**config.mk**
```make
export PLATFORM = sky130hd
export DESIGN_NAME = pc_fetch_stage
export DESIGN_NICKNAME = d
export VERILOG_FILES = /design/src/rtl/pc_fetch_stage.sv
export SDC_FILE = /design/constraint.sdc
export NUM_CORES = 1
export LEC_CHECK = 0
export CAP_MARGIN = 10
export CELL_PAD_IN_SITES_DETAIL_PLACEMENT = 1
export CELL_PAD_IN_SITES_GLOBAL_PLACEMENT = 2
export CORE_MARGIN = 2
export CORE_UTILIZATION = 25
export CTS_CLUSTER_DIAMETER = 50
export DETAILED_ROUTE_END_ITERATION = 8
export MAX_ROUTING_LAYER = met4
export PLACE_DENSITY_LB_ADDON = 0.1
export SYNTH_ARGS = -nofsm -noshare
export SYNTH_HDL_FRONTEND = slang
export SYNTH_SLANG_ARGS = --single-unit
```
**constraint.sdc**
```tcl
create_clock -name clk -period 4.1 [get_ports clk]
set_clock_uncertainty 0.15 [all_clocks]
set_input_delay 0.615 -clock clk [delete_from_list [all_inputs] [get_ports clk]]
set_output_delay 0.615 -clock clk [all_outputs]
set_load 0.05 [all_outputs]
```
**src/rtl/pc_fetch_stage.sv**
```systemverilog
// IF stage: PC register, next-PC select and IF/ID register; one-cycle fetch latency.
// stall holds PC and IF/ID (IRQ/exception vectoring still proceeds); flush injects a NOP.
// Define SUPERVISOR_PROTECT_EN to clear jr/jalr target bit 31 when running in user mode.
module pc_fetch_stage #(
  parameter logic [31:0] RESET_PC   = 32'h8000_0000,
  parameter logic [31:0] IRQ_VECTOR = 32'h8000_0004,
  parameter logic [31:0] EXC_VECTOR = 32'h8000_0008
) (
  input  logic        clk,
  input  logic        reset,
  input  logic        stall,
  input  logic        flush,
  input  logic [2:0]  pc_src,
  input  logic        branch_taken,
  input  logic [31:0] branch_target,
  input  logic [25:0] jump_index,
  input  logic [31:0] jr_target,
  output logic [31:0] imem_addr,
  input  logic [31:0] imem_data,
  output logic [31:0] ifid_instruction,
  output logic [31:0] ifid_pc_plus4,
  output logic        ifid_valid,
  output logic        supervise
);

  logic [31:0] pc;
  logic [31:0] pc_plus4;
  logic [31:0] jr_eff;
  logic [31:0] next_pc;
  logic        vectoring;

  assign imem_addr = pc;

  // Increment never crosses the user/kernel boundary held in bit 31.
  assign pc_plus4 = {pc[31], pc[30:0] + 31'd4};

`ifdef SUPERVISOR_PROTECT_EN
  assign jr_eff = {jr_target[31] & pc[31], jr_target[30:0]};
`else
  assign jr_eff = jr_target;
`endif

  assign vectoring = (pc_src == 3'b100) || (pc_src == 3'b101);

  always_comb begin
    next_pc = pc_plus4;
    case (pc_src)
      3'b001:  next_pc = branch_taken ? branch_target : pc_plus4;
      3'b010:  next_pc = {pc_plus4[31:28], jump_index, 2'b00};
      3'b011:  next_pc = jr_eff;
      3'b100:  next_pc = IRQ_VECTOR;
      3'b101:  next_pc = EXC_VECTOR;
      default: next_pc = pc_plus4;
    endcase
  end

  always_ff @(posedge clk) begin
    if (reset) begin
      pc <= RESET_PC;
    end else if (vectoring || !stall) begin
      pc <= next_pc;
    end
  end

  // A flushed slot still carries PC+4 and mode so a later link/return stays meaningful.
  always_ff @(posedge clk) begin
    if (reset) begin
      ifid_instruction <= 32'h0;
      ifid_pc_plus4    <= RESET_PC;
      ifid_valid       <= 1'b0;
      supervise        <= RESET_PC[31];
    end else if (flush) begin
      ifid_instruction <= 32'h0;
      ifid_pc_plus4    <= pc_plus4;
      ifid_valid       <= 1'b0;
      supervise        <= pc[31];
    end else if (!stall) begin
      ifid_instruction <= imem_data;
      ifid_pc_plus4    <= pc_plus4;
      ifid_valid       <= 1'b1;
      supervise        <= pc[31];
    end
  end

endmodule

```
* Word level (Yosys, flattened, before mapping)
Cells that the tools add are included.
Operators by class: add/sub/neg operators 1, multiply operators 0, divide/modulo/power cells 0, $lt $le $gt $ge 0, eq/ne operators 7, shifts and indexed selects 0, multiplexer cells 6, bitwise logic cells 1, reductions and logical operators 6
Operator list (count):
- 32-bit one-hot mux with 5 select lines | 1
- 32-bit 2-to-1 mux | 3
- 31-bit by 3-bit adder with 31-bit output (second input constant) | 1
- 3-bit by 2-bit equality test with 1-bit output (second input constant) | 2
- 3-bit equality test (second input constant) | 2
- 4-bit AND reduction | 1
- 4-bit nonzero test | 1
- 3-bit by 1-bit equality test with 1-bit output (second input constant) | 1
- 1-bit logical OR | 2
- 1-bit 2-to-1 mux | 2
- 2-bit by 1-bit inequality test with 1-bit output (second input constant) | 1
- 2-bit inequality test (second input constant) | 1
- 2-bit OR reduction | 1
- 1-bit logical NOT | 1
- 1-bit inverter | 1
Storage, ports and cells: register bits 98, bits in latches 0, bits in writable memories 0, bits in read-only memories 0, bits of input ports 130, output and inout port bits 98, word-level logic and storage cells 27, memories kept 0

* Depth between registers and ports, before layout
depth after elaboration 4, gate-level depth with buffers 8, gate-level depth less buffers 6

* Least setup slack after synthesis
OpenSTA, ideal clock, no wires.
kind reg-to-reg, start reg pc[2], in the netlist imem_addr[2], end reg ifid_pc_plus4[28], data arrival time 2225 ps, required time 3864 ps, path slack 1639 ps, cell stages (with the launch flop) 7, buffers on the path 0, clock period less this slack 2461 ps, path through dfxtp_1 ha_1 inv_1 nor4_2 nand4_1 xor2_1 a211oi_1
Between the ends: longest elaborated chain between the ends 3
RTL lines:
- from (decl) | line 26 | logic [31:0] pc;
- from (signal assigned) | line 61 | pc <= next_pc;
- 31-bit by 3-bit adder with 31-bit output * | line 35 | assign pc_plus4 = {pc[31], pc[30:0] + 31'd4};
- 32-bit 2-to-1 mux | line 77 | end else if (!stall) begin
- 32-bit 2-to-1 mux * | line 72 | end else if (flush) begin
- to (signal assigned) | line 74 | ifid_pc_plus4 <= pc_plus4;
- to (signal assigned) | line 79 | ifid_pc_plus4 <= pc_plus4;
- to (decl) | line 21 | output logic [31:0] ifid_pc_plus4,
Every way passes the cells marked *; elsewhere a longest branch is shown, timed or not. The select of a mux whose other input is x is not followed. A chain may end at the register's enable or synchronous reset.

* Worst setup path in the final report
Same ends and word-level chain as after synthesis.

==> results.md <==
- H-tree Lvls: 3
- CP max FO: 9
- Reg2Reg Capture Point: ifid_pc_plus4[28]
- Fin crit share: 71.58%
- Routed wl met2: 10.09 mm
- Slew HR: 50.88%
- Post-synth top area cell: dfxtp_1
- Worst endpoint required time: 4220 ps
- Gpl congestion: 0.8501
- Minimum clock period: 2935 ps
- Initial antenna violation count: 2
- Met1 wire length: 9.370 mm
- Warnings, synthesis: 0
- Setup-failing EPs final: 0
- Worst hold path depth: 2
- Register area: 1942 um^2
- Global-route wire length before repair: 32.53 mm
- Total Nets Final: 923
- Seq/Total Area, Yosys: 37.33%
- Peak supply drop: 0.1885 mV
- Final hold violations: 0
- Largest net degree at the start of global routing: 44
- Worst EP arrival: 3050 ps
- Grt ovf: 0
- R2r startpoint: imem_addr[2]
- Iteration count of the initial detailed-routing pass: 4
- Multi-input logic area: 2954 um^2
- #FFs+latches synth: 97
- Critical path endpoint category: flop
- Vias in the first global route: 5,571
- Met3 Routed Length: 1.554 mm
- Critical path, cell by cell: ha_1 > inv_1 > nor4_2 > nand4_1 > xor2_1 > a211oi_1
- Post-DP HPWL: 16.69 mm
- Row count: 52
- CTS tree: built
- Synth Area per Inst: 8.729 um^2
- Routed vias: 5,301
- Filler cells: 2,365
- Post-Route WL: 21.26 mm
- DIE HEIGHT: 148.3 um
- Top_reg_cell synth: dfxtp_1
- Max Buffers Root-to-Sink: 2
- Remaining DRCs: 0
- Slowest stage delay, CP: 620 ps
- Hold crit path type: flop to flop
- Worst-Skew Late Latency: 350 ps
- Status: finished, final reports clean
- Total CTS buffers: 9
- Port Buffers: 227
- Worst setup path startpoint: imem_addr[2]
- Internal reg-to-reg setup slack: 1170 ps
- Via/cell ratio: 4.959
- Starting DRT DRC Count: 195
- F_max: 340.7 MHz
- Area grow syn2layout: 52.57%
- Worst-path clk slew: 70 ps
- Worst slew pin tran: 736.8 ps
- CP Class: flop to flop
- Pins Over Slew Limit: 0
- Final setup TNS: 0 ps
- Layout cells sized above 1: 7.152%
- Synth area leaders: dfxtp_1 37%, mux2i_1 9.4%, nor2_1 6.9%, a211oi_1 4.6%, a21oi_1 3.0%
- Leakage: 2.954 nW
- GRT Total Usage: 19.68%
- Post-Synthesis Cells: 596
- Fin util: 39.10%
- Pwr Density: 334.7 nW/um^2
- Share of the synthesized area in the top cell type: 37.33%
- Die Area: 21,980 um^2
- DR WL/cell: 19.88 um
- Most frequent cell after synthesis: dfxtp_1
- Slowest cell on the critical path: dfxtp_1
- CP Capture Point: ifid_pc_plus4[28]
- Core area: 20,300 um^2
- Post-Syn Nets: 727
- CP Launch Type: flop
- Clock Tree Root: clkbuf_16
- Most instantiated cells after synthesis: 97 x dfxtp_1, 96 x nor2_1, 49 x mux2i_1, 32 x a211oi_1, 31 x a21oi_1
- Starting Density: 25.63%
- Max-cap violations: 0
- CTS Hold Bufs: 0
- RSZ-0062 raised after global routing: no
- Chip width: 148.3 um
- CTS sink count: 97
- Number of nets still failing antenna checks after routing: 0
- IO Pins: 228
- Asr flop ratio synth: 0%
- Post-CTS sizing: 0
- Max Used Layer: met4
- Worst R2R Path Depth: 6
- Post-CTS Setup Inserts: 0
- Post-synth EDFFs: 0
- Post-Syn Area: 5202 um^2
- Cell variety after synth: 69
[cells by family after synthesis]
| group | count (synthesis) | synth area share, % |
|---|---|---|
| adder cells (fa/ha/maj) | 1 | 0.2405 |
| XOR/XNOR | 27 | 4.545 |
| AND/OR/NAND/NOR | 207 | 20.68 |
| multiplexers | 54 | 10.51 |
| buffers and inverters | 60 | 6.446 |
| flip-flops | 97 | 37.33 |
| AO/OA/AOI/OAI | 150 | 20.25 |
[registers in the layout, indices dropped and copies added, names as in the netlist]
signal	cells
ifid_pc_plus4	32
imem_addr	32
ifid_instruction	32
ifid_valid	1
[layer usage]
metal,vias up,global-route usage [%]
li1,2585,-
met1,2544,24.12
met2,157,31.76
met3,15,6.135
met4,0,4.667
met5,-,-
[worst min path at each step]
stage / start / slack, ps / end
after floorplan: imem_addr[31] / 310 / imem_addr[31]
after global placement: ifid_valid / 290 / ifid_valid
after detailed placement: ifid_valid / 310 / ifid_valid
after CTS: ifid_valid / 320 / ifid_valid
after global routing: ifid_valid / 350 / ifid_valid
final: ifid_valid / 310 / ifid_valid
[power breakdown]
group | leakage [nW] | switching, mW | internal (mW) | total [mW]
Sequential | 0.795 | 0.0657 | 0.995 | 1.06
Combinational | 2.01 | 0.393 | 0.301 | 0.693
Clock | 0.149 | 0.395 | 0.508 | 0.903
Total | 2.95 | 0.854 | 1.80 | 2.66
[critical path, delay by kind of cell, from the launching register on]
kind                       cells  cell delay, ps
and+or+nand+nor                2             920
DFF                            1             620
adders and majority gates      1             440
buffers and inverters          1             240
xor gates and xnor gates       1             250
AOI/OAI and AO/OA              1             230
[cell usage in the layout, fill, tap and decap left out, drive strengths merged, types with 8 or more instances in the layout]
cell type      netlist  final
nand2               25     25
nor2                97     97
nor4                 8      8
xor2                17     17
a22oi               18     18
clkdlybuf4s50        0    225
mux2i               49     49
clkbuf              27     12
nand3               15     15
a21oi               31     31
nand4               14     14
dfxtp               97     97
nor3                17     17
xnor2               10     10
a211oi              34     34
o21ai               20     20
buf                 27     15
[cell type report]
type	count	area share, %
multi-input cells	439	37.22
clock inverters	4	0.6463
well taps	270	4.256
diodes	2	0.06305
repair buffers	240	29.89
flip-flops and latches	97	24.46
clock buffers	12	3.231
inverters	5	0.2364
[per-stage QoR]
step                      std cells  area, um^2  setup slack, ps  power [mW]  hold WS [ps]
after global routing           1069        7938            951.0       2.769         345.9
after floorplan                 596        5202             1639       1.475         309.5
after CTS                      1067        7933             1157       2.692         321.0
after global placement         1051        7625            963.6       1.771         290.6
after detailed placement       1051        7625            918.8       1.782         307.7
final                          1069        7938             1165       2.657         312.4
(Power assumes the default switching activity.)
